### src/rtl/gpu_pkg.sv
// Shared widths, defaults and the fetch state encoding for the instruction fetch path.
package gpu_pkg;

  localparam int INSTR_W        = 32;
  localparam int DEF_ADDR_W     = 8;
  localparam int DEF_FIFO_DEPTH = 4;

  typedef enum logic [1:0] {
    ST_IDLE  = 2'd0,
    ST_FETCH = 2'd1,
    ST_DRAIN = 2'd2
  } fetch_state_e;

endpackage

### src/rtl/fetch_fifo.sv
// Synchronous instruction buffer: one entry per fetched word, tagged with its address.
// Push into a full buffer and pop from an empty one are both dropped.
module fetch_fifo
  import gpu_pkg::*;
#(
  parameter int WIDTH = INSTR_W + DEF_ADDR_W,
  parameter int DEPTH = DEF_FIFO_DEPTH
) (
  input  logic                     clk,
  input  logic                     reset,
  input  logic                     push,
  input  logic [WIDTH-1:0]         push_data,
  input  logic                     pop,
  output logic [WIDTH-1:0]         head_data,
  output logic                     full,
  output logic                     empty,
  output logic [$clog2(DEPTH):0]   count
);

  localparam int PTR_W = $clog2(DEPTH);
  localparam int CNT_W = PTR_W + 1;

  logic [WIDTH-1:0] storage [DEPTH];
  logic [PTR_W-1:0] wr_ptr;
  logic [PTR_W-1:0] rd_ptr;
  logic             do_push;
  logic             do_pop;

  assign do_push   = push && !full;
  assign do_pop    = pop && !empty;
  assign full      = (count == CNT_W'(DEPTH));
  assign empty     = (count == '0);
  assign head_data = storage[rd_ptr];

  // Pointers wrap naturally because DEPTH is a power of two.
  always_ff @(posedge clk) begin
    if (reset) begin
      wr_ptr <= '0;
      rd_ptr <= '0;
      count  <= '0;
    end else begin
      if (do_push) wr_ptr <= wr_ptr + 1'b1;
      if (do_pop)  rd_ptr <= rd_ptr + 1'b1;
      case ({do_push, do_pop})
        2'b10:   count <= count + 1'b1;
        2'b01:   count <= count - 1'b1;
        default: count <= count;
      endcase
    end
  end

  // Entry storage; contents are only observable while the entry is occupied.
  always_ff @(posedge clk) begin
    if (do_push) storage[wr_ptr] <= push_data;
  end

endmodule

### src/rtl/inst_fetch_unit.sv
// Instruction fetch unit: walks a program's word addresses, reads them from
// instruction memory one request at a time, and hands them to the decoder in order.
//
//   state    | meaning
//   ---------+-------------------------------------------------------------
//   ST_IDLE  | waiting for start; a zero-length program only pulses done
//   ST_FETCH | issuing reads while the buffer has room, until count is met
//   ST_DRAIN | all words fetched; waiting for the decoder to empty buffer
module inst_fetch_unit
  import gpu_pkg::*;
#(
  parameter int ADDR_W     = DEF_ADDR_W,
  parameter int FIFO_DEPTH = DEF_FIFO_DEPTH
) (
  input  logic               clk,
  input  logic               reset,
  input  logic               start,
  input  logic [ADDR_W-1:0]  start_pc,
  input  logic [ADDR_W-1:0]  prog_len,
  output logic               mem_req,
  output logic [ADDR_W-1:0]  mem_addr,
  input  logic               mem_ack,
  input  logic [INSTR_W-1:0] mem_rdata,
  output logic [INSTR_W-1:0] instruction,
  output logic [ADDR_W-1:0]  instr_pc,
  output logic               instr_valid,
  input  logic               instr_ready,
  output logic               busy,
  output logic               done
);

  localparam int ENTRY_W = INSTR_W + ADDR_W;
  localparam int CNT_W   = $clog2(FIFO_DEPTH) + 1;

  fetch_state_e        state;
  fetch_state_e        state_nxt;
  logic [ADDR_W-1:0]   pc;
  logic [ADDR_W-1:0]   remaining;
  logic                zero_done;
  logic                load;
  logic                ack_taken;
  logic                fifo_pop;
  logic                fifo_full;
  logic                fifo_empty;
  logic [CNT_W-1:0]    fifo_count;
  logic [ENTRY_W-1:0]  head;

  // State register.
  always_ff @(posedge clk) begin
    if (reset) state <= ST_IDLE;
    else       state <= state_nxt;
  end

  // Next state and control outputs. mem_req only depends on buffer space, and
  // only the fetch itself can fill the buffer, so a raised request cannot drop
  // before its ack.
  always_comb begin
    state_nxt = state;
    mem_req   = 1'b0;
    busy      = 1'b0;
    done      = zero_done;
    load      = 1'b0;
    ack_taken = 1'b0;
    case (state)
      ST_IDLE: begin
        if (start) begin
          load = 1'b1;
          if (prog_len != '0) state_nxt = ST_FETCH;
        end
      end
      ST_FETCH: begin
        busy      = 1'b1;
        mem_req   = !fifo_full;
        ack_taken = mem_req && mem_ack;
        if (ack_taken && remaining == ADDR_W'(1)) state_nxt = ST_DRAIN;
      end
      ST_DRAIN: begin
        busy = 1'b1;
        if (fifo_count == '0) begin
          done      = 1'b1;
          state_nxt = ST_IDLE;
        end
      end
      default: state_nxt = ST_IDLE;
    endcase
  end

  // Program counter and remaining-word down-counter; an empty program is
  // flagged so done pulses in the following cycle.
  always_ff @(posedge clk) begin
    if (reset) begin
      pc        <= '0;
      remaining <= '0;
      zero_done <= 1'b0;
    end else begin
      zero_done <= load && (prog_len == '0);
      if (load) begin
        pc        <= start_pc;
        remaining <= prog_len;
      end else if (ack_taken) begin
        pc        <= pc + 1'b1;
        remaining <= remaining - 1'b1;
      end
    end
  end

  assign mem_addr    = pc;
  assign instr_valid = !fifo_empty;
  assign fifo_pop    = instr_valid && instr_ready;
  assign instruction = instr_valid ? head[ENTRY_W-1:ADDR_W] : '0;
  assign instr_pc    = instr_valid ? head[ADDR_W-1:0]       : '0;

  fetch_fifo #(
    .WIDTH (ENTRY_W),
    .DEPTH (FIFO_DEPTH)
  ) u_fifo (
    .clk       (clk),
    .reset     (reset),
    .push      (ack_taken),
    .push_data ({mem_rdata, pc}),
    .pop       (fifo_pop),
    .head_data (head),
    .full      (fifo_full),
    .empty     (fifo_empty),
    .count     (fifo_count)
  );

endmodule

### config.mk
export PLATFORM = sky130hd
export DESIGN_NAME = inst_fetch_unit
export DESIGN_NICKNAME = d
export VERILOG_FILES = /design/src/rtl/gpu_pkg.sv /design/src/rtl/fetch_fifo.sv /design/src/rtl/inst_fetch_unit.sv
export SDC_FILE = /design/constraint.sdc
export NUM_CORES = 1
export LEC_CHECK = 0
export CAP_MARGIN = 20
export CORE_MARGIN = 10
export CORE_UTILIZATION = 54
export CTS_CLUSTER_SIZE = 30
export DETAILED_ROUTE_END_ITERATION = 7
export GPL_TIMING_DRIVEN = 0
export PLACE_DENSITY = 0.82
export SLEW_MARGIN = 20
export SYNTH_ARGS = -nofsm -noshare
export SYNTH_HDL_FRONTEND = slang
export SYNTH_SLANG_ARGS = --single-unit
### constraint.sdc
create_clock -name clk -period 3.2 [get_ports clk]
set_clock_uncertainty 0.2 [all_clocks]
set_input_delay 0.48 -clock clk [delete_from_list [all_inputs] [get_ports clk]]
set_output_delay 0.48 -clock clk [all_outputs]
set_load 0.1 [all_outputs]
==> results_dict.tcl <==
set metrics [dict create \
    outcome "completed" \
    drtIter0Drc 328 \
    final_cell_count_no_fill 750 \
    grt_antenna_before_repair 1 \
    grt_pass1_wl_um 25500 \
    critical_path_class "register to output port" \
    cts_tree "built" \
    p_leak_nw 3.13 \
    insertion_delay_ns 0.43 \
    overflow 0 \
    cts_made_buffers 17 \
    gp_congestion 0.873 \
    cpPeakStageDelay_ns 0.53 \
    final_max_slew_viol_count 0 \
    cp.arrival_ns 2.43 \
    place_area_um2 8950 \
    grt_max_degree 25 \
    syn_area_um2 7590 \
    postSynthCellCount 432 \
    ys.flop_type "edfxtp_1" \
    ys_seq_elements 188 \
    tightest_slew_ns 1.05 \
    required_ns 2.52 \
    fin_setup_tns_ns 0 \
    htreeDepth 4 \
    crit_path_cell_trace "clkbuf_1 > mux4_2 > and2_1 > clkdlybuf4s18_2" \
    grtUsageTotal_pct 17.1 \
    port_buffers 103 \
    syn_area_per_cell_um2 17.6 \
    nets 623 \
    ys_async_sr_fraction_pct 0 \
    drt-pass1-iter-count 4 \
    cpMaxStageDelayCell "clkbuf_1" \
    antenna_left 0 \
    hpwl_um 10700 \
    fmax_mhz 322 \
    die_h_um 139 \
    synth-edff-count 160 \
    grt_pass1_vias 4553 \
    num_vias 4228 \
    rsz0062_at_grt "no" \
    final_hold_viol_count 0 \
    finalWirelength_um 16100 \
    layout_min_cycle_time_ns 3.11 \
    crit_fanout 10 \
    num_rows 43 \
    fin_crit_sh_pct 97.1 \
    final_area_um2 9640 \
    synth_nets 498 \
    yosysWarnings 0 \
    start_util_pct 54.9 \
    dp.cells 719 \
    holdCritPathClass "primary input to register" \
    core_region_area_um2 13800 \
    finalSetupViolCount 0 \
    power_density_nw_per_um2 824 \
    fin_util_pct 69.7 \
    viasPerCell 5.64 \
    cts.sinks 188 \
    drc_errors 0 \
    n_fill_cell 864 \
    wire_per_inst_um 21.5 \
    clkSlewWorstSetupHoldPaths_ns 0.07 \
    die_area_um2 19200 \
    drive_gt1_share_pct 23.0 \
    startpoint_type "register" \
    peakVddDrop_v 0.000418 \
    p_total_mw 7.94 \
    pin_count 105 \
    cp-end-kind "output port" \
    yosysUniqueCellTypes 37 \
    drv_cap 0 \
    ys_seq_area_share_pct 70.6 \
    postCtsSetupRepairBufs 0 \
    relSlewSlack_pct 29.8 \
    cts_root_buf "clkbuf_16" \
    fp.dieW_um 139 \
    area_growth_pct 26.9 \
    hold_buffers 0 \
    ctsLongestPathBuffers 2 \
    antenna_cells 0 \
]
cells in the final DEF, fill, tap and decap left out, types with 4 or more instances in the layout:
cell and n:
a211oi_1 15, and2_1 45, and3_2 4, buf_4 4, clkbuf_1 18, clkbuf_16 18
clkbuf_8 5, clkdlybuf4s15_2 40, clkdlybuf4s50_1 60, dfxtp_1 28, edfxtp_1 160, ha_1 12
inv_1 13, mux4_2 40, nand3_1 7, nand4_1 5, nor2_1 24, nor4_1 4
xnor2_1 11, xor2_1 8
kinds of logic after synthesis:
group | Yosys count | share of synthesized area (%)
flip-flops | 188 | 70.6
AND/OR/NAND/NOR | 108 | 8.15
multiplexers | 43 | 12.3
buffers and inverters | 36 | 1.86
AO/OA/AOI/OAI | 25 | 2.65
XOR/XNOR | 19 | 2.19
adder cells (fa/ha/maj) | 13 | 2.24
layer usage:
metal / vias up / track usage, % / share of wire, %
li1: 1923 / - / -
met2: 136 / 28.2 / 51
met5: - / 0 / 0
met3: 19 / 4.76 / 6.2
met1: 2150 / 20.8 / 41
met4: 0 / 6.99 / 1.8
final cells by class:
| cell class | instances | area (um^2) | area share (%) |
|---|---|---|---|
| plain buffers | 22 | 101 | 1.05 |
| clock buffers | 26 | 531 | 5.50 |
| clock inverters | 6 | 104 | 1.08 |
| inverters | 13 | 48.8 | 0.506 |
| multi-input cells | 208 | 2100 | 21.8 |
| flip-flops and latches | 188 | 5370 | 55.7 |
| well taps | 180 | 225 | 2.34 |
| repair buffers | 107 | 1160 | 12.1 |
through the flow:
stage	hold WS, ns	setup WS, ns
floorplan	0.269	0.301
global placement	0.282	-0.735
detailed placement	0.320	-0.236
CTS	0.273	0.00990
global route	0.349	0.00714
finish	0.302	0.0921
where the power goes:
part	internal (mW)	leakage [nW]	switching, mW
sequential	2.79	1.68	0.0920
combinational	0.792	1.13	2.06
clock	1.38	0.313	0.826
worst paths after layout:
path | start | end | slack [ns] | cells past startpoint
min | reset | remaining[0]$_SDFFE_PP0P_ | 0.30 | 2
max | register | instruction[20] | 0.09 | 4
max reg2reg | state[1]$_SDFFE_PP0P_ | u_fifo.count[2]$_SDFFE_PP0P_ | 0.28 | 12
min reg2reg | state[1]$_SDFFE_PP0P_ | state[1]$_SDFFE_PP0P_ | 0.33 | 2
flip-flops by register name, summed over array words and instances (netlist names), named ones only:
register / count
u_fifo.storage: 160
u_fifo.rd_ptr: 2
state: 2
remaining: 8
mem_addr: 8
u_fifo.wr_ptr: 2
zero_done: 1
u_fifo.count: 3
synthesized netlist by cell type (2+ instances only):
library cell / count / area (um^2)
edfxtp_1: 160 / 4800
and2_1: 45 / 282
mux4_2: 40 / 901
dfxtp_1: 28 / 561
nor2_1: 24 / 90.1
clkbuf_1: 18 / 67.6
a211oi_1: 15 / 113
inv_1: 13 / 48.8
ha_1: 12 / 150
xnor2_1: 11 / 96.3
xor2_1: 8 / 70.1
nand3_1: 7 / 35.0
buf_2: 5 / 25.0
nand4_1: 5 / 31.3
and3_1: 4 / 25.0
nor4_1: 4 / 25.0
a21oi_1: 3 / 15.0
mux2i_1: 3 / 30.0
nand2_1: 3 / 11.3
nor3_1: 3 / 15.0
nand2b_1: 2 / 12.5
nor3b_1: 2 / 15.0
nor4b_1: 2 / 17.5
or3_1: 2 / 12.5
critical path, delay by kind of cell (launching register included):
family	cells	cell delay, ns
flops	1	0.39
mux	1	0.42
buf+inv	2	1.01
simple gates	1	0.19
timing repair:
action,in CTS,in global routing
gates resized for setup,131,7
endpoints found under the setup margin,43,27
hold endpoints to repair,0,0
(Power assumes the default switching activity.)
==> RTL change 1: new RTL, same flow settings <==
Encoding of `fetch_state_e`: now one-hot (3 bits for 3 states).
--- a/src/rtl/gpu_pkg.sv
+++ b/src/rtl/gpu_pkg.sv
@@ -6,8 +6,8 @@
   localparam int DEF_FIFO_DEPTH = 4;
 
-  typedef enum logic [1:0] {
-    ST_IDLE  = 2'd0,
-    ST_FETCH = 2'd1,
-    ST_DRAIN = 2'd2
+  typedef enum logic [2:0] {
+    ST_IDLE  = 3'b001,
+    ST_FETCH = 3'b010,
+    ST_DRAIN = 3'b100
   } fetch_state_e;
 
Formal check against the unedited RTL: no difference found for any inputs over 4 cycles, from zero or initial values and one cycle with reset high; so few cycles prove little.
==> RTL change 1 against the original RTL <==
  * Area after synthesis about the same
  * Worst setup slack improved by 0.053 ns
  * Final area decreased by 0.36%
  * Worst hold slack got worse by 0.0028 ns
  * Wire length decreased by 3.8%
  * Sequential share of layout area increased by 0.41 points
  * Sequential cell count increased by 1
  * Critical path type unchanged
  * Critical endpoint is now instruction[19]
Power is not compared: it rests on default switching activity, and its combinational part moved more than twofold at a synthesized area within 25%.
==> RTL change 1: results <==
set metrics [dict create \
    worst_min_path_start "remaining[1]" \
    cp-endpoint "instruction[19]" \
    count_of_cells_resized_by_post_cts_repair 128 \
    drive_above_1_share 0.247 \
    synth_nets 494 \
    r2r-start "u_fifo.count[2]" \
    fin_hold_ws_ns 0.299 \
    netlist_top_cells_area "edfxtp_1, mux4_2, dfxtp_1" \
    run_status "complete, no violations" \
    grt_util_all_layers 0.165 \
    routedWlPerCell_um 20.6 \
    place.detailed.hpwl_um 10700 \
    dp_slack_ns -0.0438 \
    hp_class "reg -> reg" \
    hold_path_end "remaining[1]" \
    final_net_count 620 \
    post_dp_cell_area_mm2 0.00897 \
    multiInputGateArea_mm2 0.00209 \
    drt_iter0_drc 266 \
    worstRegToRegCells 9 \
    cp.arrival_ns 2.38 \
    drt_wl_total_um 15500 \
    achievable-frequency_mhz 327 \
    gp_routability_congestion 0.875 \
    number_of_antenna_violations_at_the_first_check_in_global_routing 0 \
    r2r_setup_slk_ns 0.47 \
    timing.slew.headroom 0.326 \
]
RTL change 1: metal layers:
layer  vias to the layer above  GRT usage  wire, um
li1                       1943          -         -
met1                      2125      0.204      6240
met2                       142      0.274      7990
met3                        17     0.0521      1060
met4                         0     0.0483       191
met5                         -          0         0
RTL change 1: cell families after synthesis:
kind of cell,share of synthesized area
simple gates,0.0952
buf+inv,0.0163
flops,0.710
mux,0.121
fa+ha+maj,0.0158
xor+xnor,0.00924
compound gates,0.0323
RTL change 1: power by group:
group	internal, mW	switching, mW
combinational	0.166	0.314
sequential	2.70	0.0398
clock	1.26	0.818
RTL change 1: tightest hold or removal path, cell delays in order (launching register included):
cell	delay [ns]
dfxtp_1	0.33
nand3_1	0.07
a21oi_1	0.06
RTL change 1: cell type report:
cell class                 count  share of cell area
clock buffer                  28              0.0616
tap                          180              0.0234
multi-input combinational    212               0.218
inverter                      11             0.00430
buffer                        20             0.00977
clock inverter                 4             0.00195
timing repair buffer         107               0.120
sequential                   189               0.561
==> RTL change 2: new RTL, config.mk and constraints unchanged <==
Made on the original files. The package constant `DEF_FIFO_DEPTH` goes from 4 to 2.
--- a/src/rtl/gpu_pkg.sv
+++ b/src/rtl/gpu_pkg.sv
@@ -4,5 +4,5 @@
   localparam int INSTR_W        = 32;
   localparam int DEF_ADDR_W     = 8;
-  localparam int DEF_FIFO_DEPTH = 4;
+  localparam int DEF_FIFO_DEPTH = 2;
 
   typedef enum logic [1:0] {
Function: changed (Yosys sat finds a counterexample within 4 cycles, from zero or initial values and one cycle with reset high).
==> RTL change 2 against the original RTL <==
  * Die area fell by 38%
  * Worst setup slack better by 0.029 ns
  * Sequential share of layout area down 5.4 points
  * Area after synthesis down 43%
  * Total power is 29% lower
  * Count of clock-buffer cells in the layout down 17
  * Wire length decreased by 41%
  * Final area shrank 40%
  * Sequential cell count decreased by 84
==> RTL change 2: results <==
set metrics [dict create \
    run_status "complete, no violations" \
    layout.area.seq_mm2 0.00288 \
    netlist_top_cells_area "edfxtp_1, dfxtp_1, mux2i_1" \
    clock-sinks 104 \
    place_inst 528 \
    cts_htree_levels 3 \
    drt_iter0_drc 151 \
    io_buffer_count 102 \
    cts_root_buffer "clkbuf_8" \
    layout.clock.cell_area_share 0.0309 \
    diodes 0 \
    num-multi-input-gates 193 \
    place.detailed.hpwl_um 7150 \
    nFillCells 492 \
    clock_insertion_delay_worst_skew_ns 0.36 \
    final-instance-count-excl-fill 543 \
    synth_cell_type_count 33 \
    final_ws_setup_ns 0.121 \
    clk_pin_slew_worst_paths_ns 0.10 \
    drive_above_1_share 0.150 \
    tritoncts.num_buffers 9 \
    wire_length_of_the_first_global_routing_pass_um 14700 \
    cp.arrival_ns 2.40 \
    pin_count_of_the_biggest_net_entering_global_routing 26 \
    power_leakage_nw 1.90 \
    gp_routability_congestion 0.839 \
    globalRouteMet2Util 0.274 \
    synth_nets 384 \
    dr_wl_met3_um 822 \
    groute.layer.met3.usage 0.0380 \
    yosysWarningCount 0 \
    grt_util_all_layers 0.160 \
    vdd_drop_max_mv 0.819 \
    routedWlPerCell_um 17.6 \
    final_net_count 499 \
    routed_via_density 5.37 \
    synth_seq_area_share 0.669 \
    signal_buffers 123 \
    timing.slew.headroom 0.320 \
    final.signal_inverter_count 6 \
    synth_edf_count 80 \
    fraction_of_standard_cell_area_in_multi_input_logic 0.234 \
    synth.avg_cell_area_um2 13.4 \
    ys_top_cells_by_count "edfxtp_1, nor2_1, mux2i_1" \
    bufAreaShareNonClock 0.207 \
    largest_reg_flops 80 \
]
==> RTL change 2: changes by cell type in the layout (fill, tap and decap cells not counted), moves of 8 or more <==
cell       before  now
edfxtp_1      160   80
a211oi_1       15    7
nor2_1         24   61
mux4_2         40    0
mux2i_1         3   43
and2_1         45    2
clkbuf_16      18    0
==> RTL change 2: metrics by stage <==
step	TNS [ns]	total power, mW	instance area [um^2]	utilization
floorplan	0	4.21	4310	-
global placement	-18.29	4.90	5460	0.707
detailed placement	-0.495	4.97	5510	0.713
CTS	0	5.66	5740	0.742
global route	0	5.85	5740	0.743
finish	0	5.61	5740	0.743
==> RTL change 2: kinds of logic (layout without fill, tap and decap cells) <==
family,Yosys count,in the layout,share of synthesized area
buffers and inverters,25,144,0.0221
multiplexers,43,43,0.0998
XOR/XNOR,10,10,0.0203
flip-flops,104,104,0.669
AND/OR/NAND/NOR,100,100,0.110
AO/OA/AOI/OAI,31,31,0.0531
adder cells (fa/ha/maj),9,9,0.0261
==> RTL change 2: path summary, 6_finish.rpt <==
path	cells past startpoint	endpoint	slack [ns]
worst min register to register	2	state[1]	0.31
worst max register to register	8	u_fifo.storage[0][13]	0.63
worst min-delay path	2	mem_addr[5]	0.30
worst max-delay path	5	instr_pc[2]	0.12
==> RTL change 2: timing repair <==
action                                  in CTS  in global routing
pin swaps                                    0                  0
setup buffers                                0                  0
gates resized for setup                    121                  5
endpoints found under the setup margin      41                  4
hold endpoints to repair                     0                  0
==> RTL change 2: power by group <==
part	internal, mW	leakage, nW	switching, mW
logic	0.712	0.894	2.35
clock network	0.291	0.0814	0.451
registers	1.68	0.926	0.132
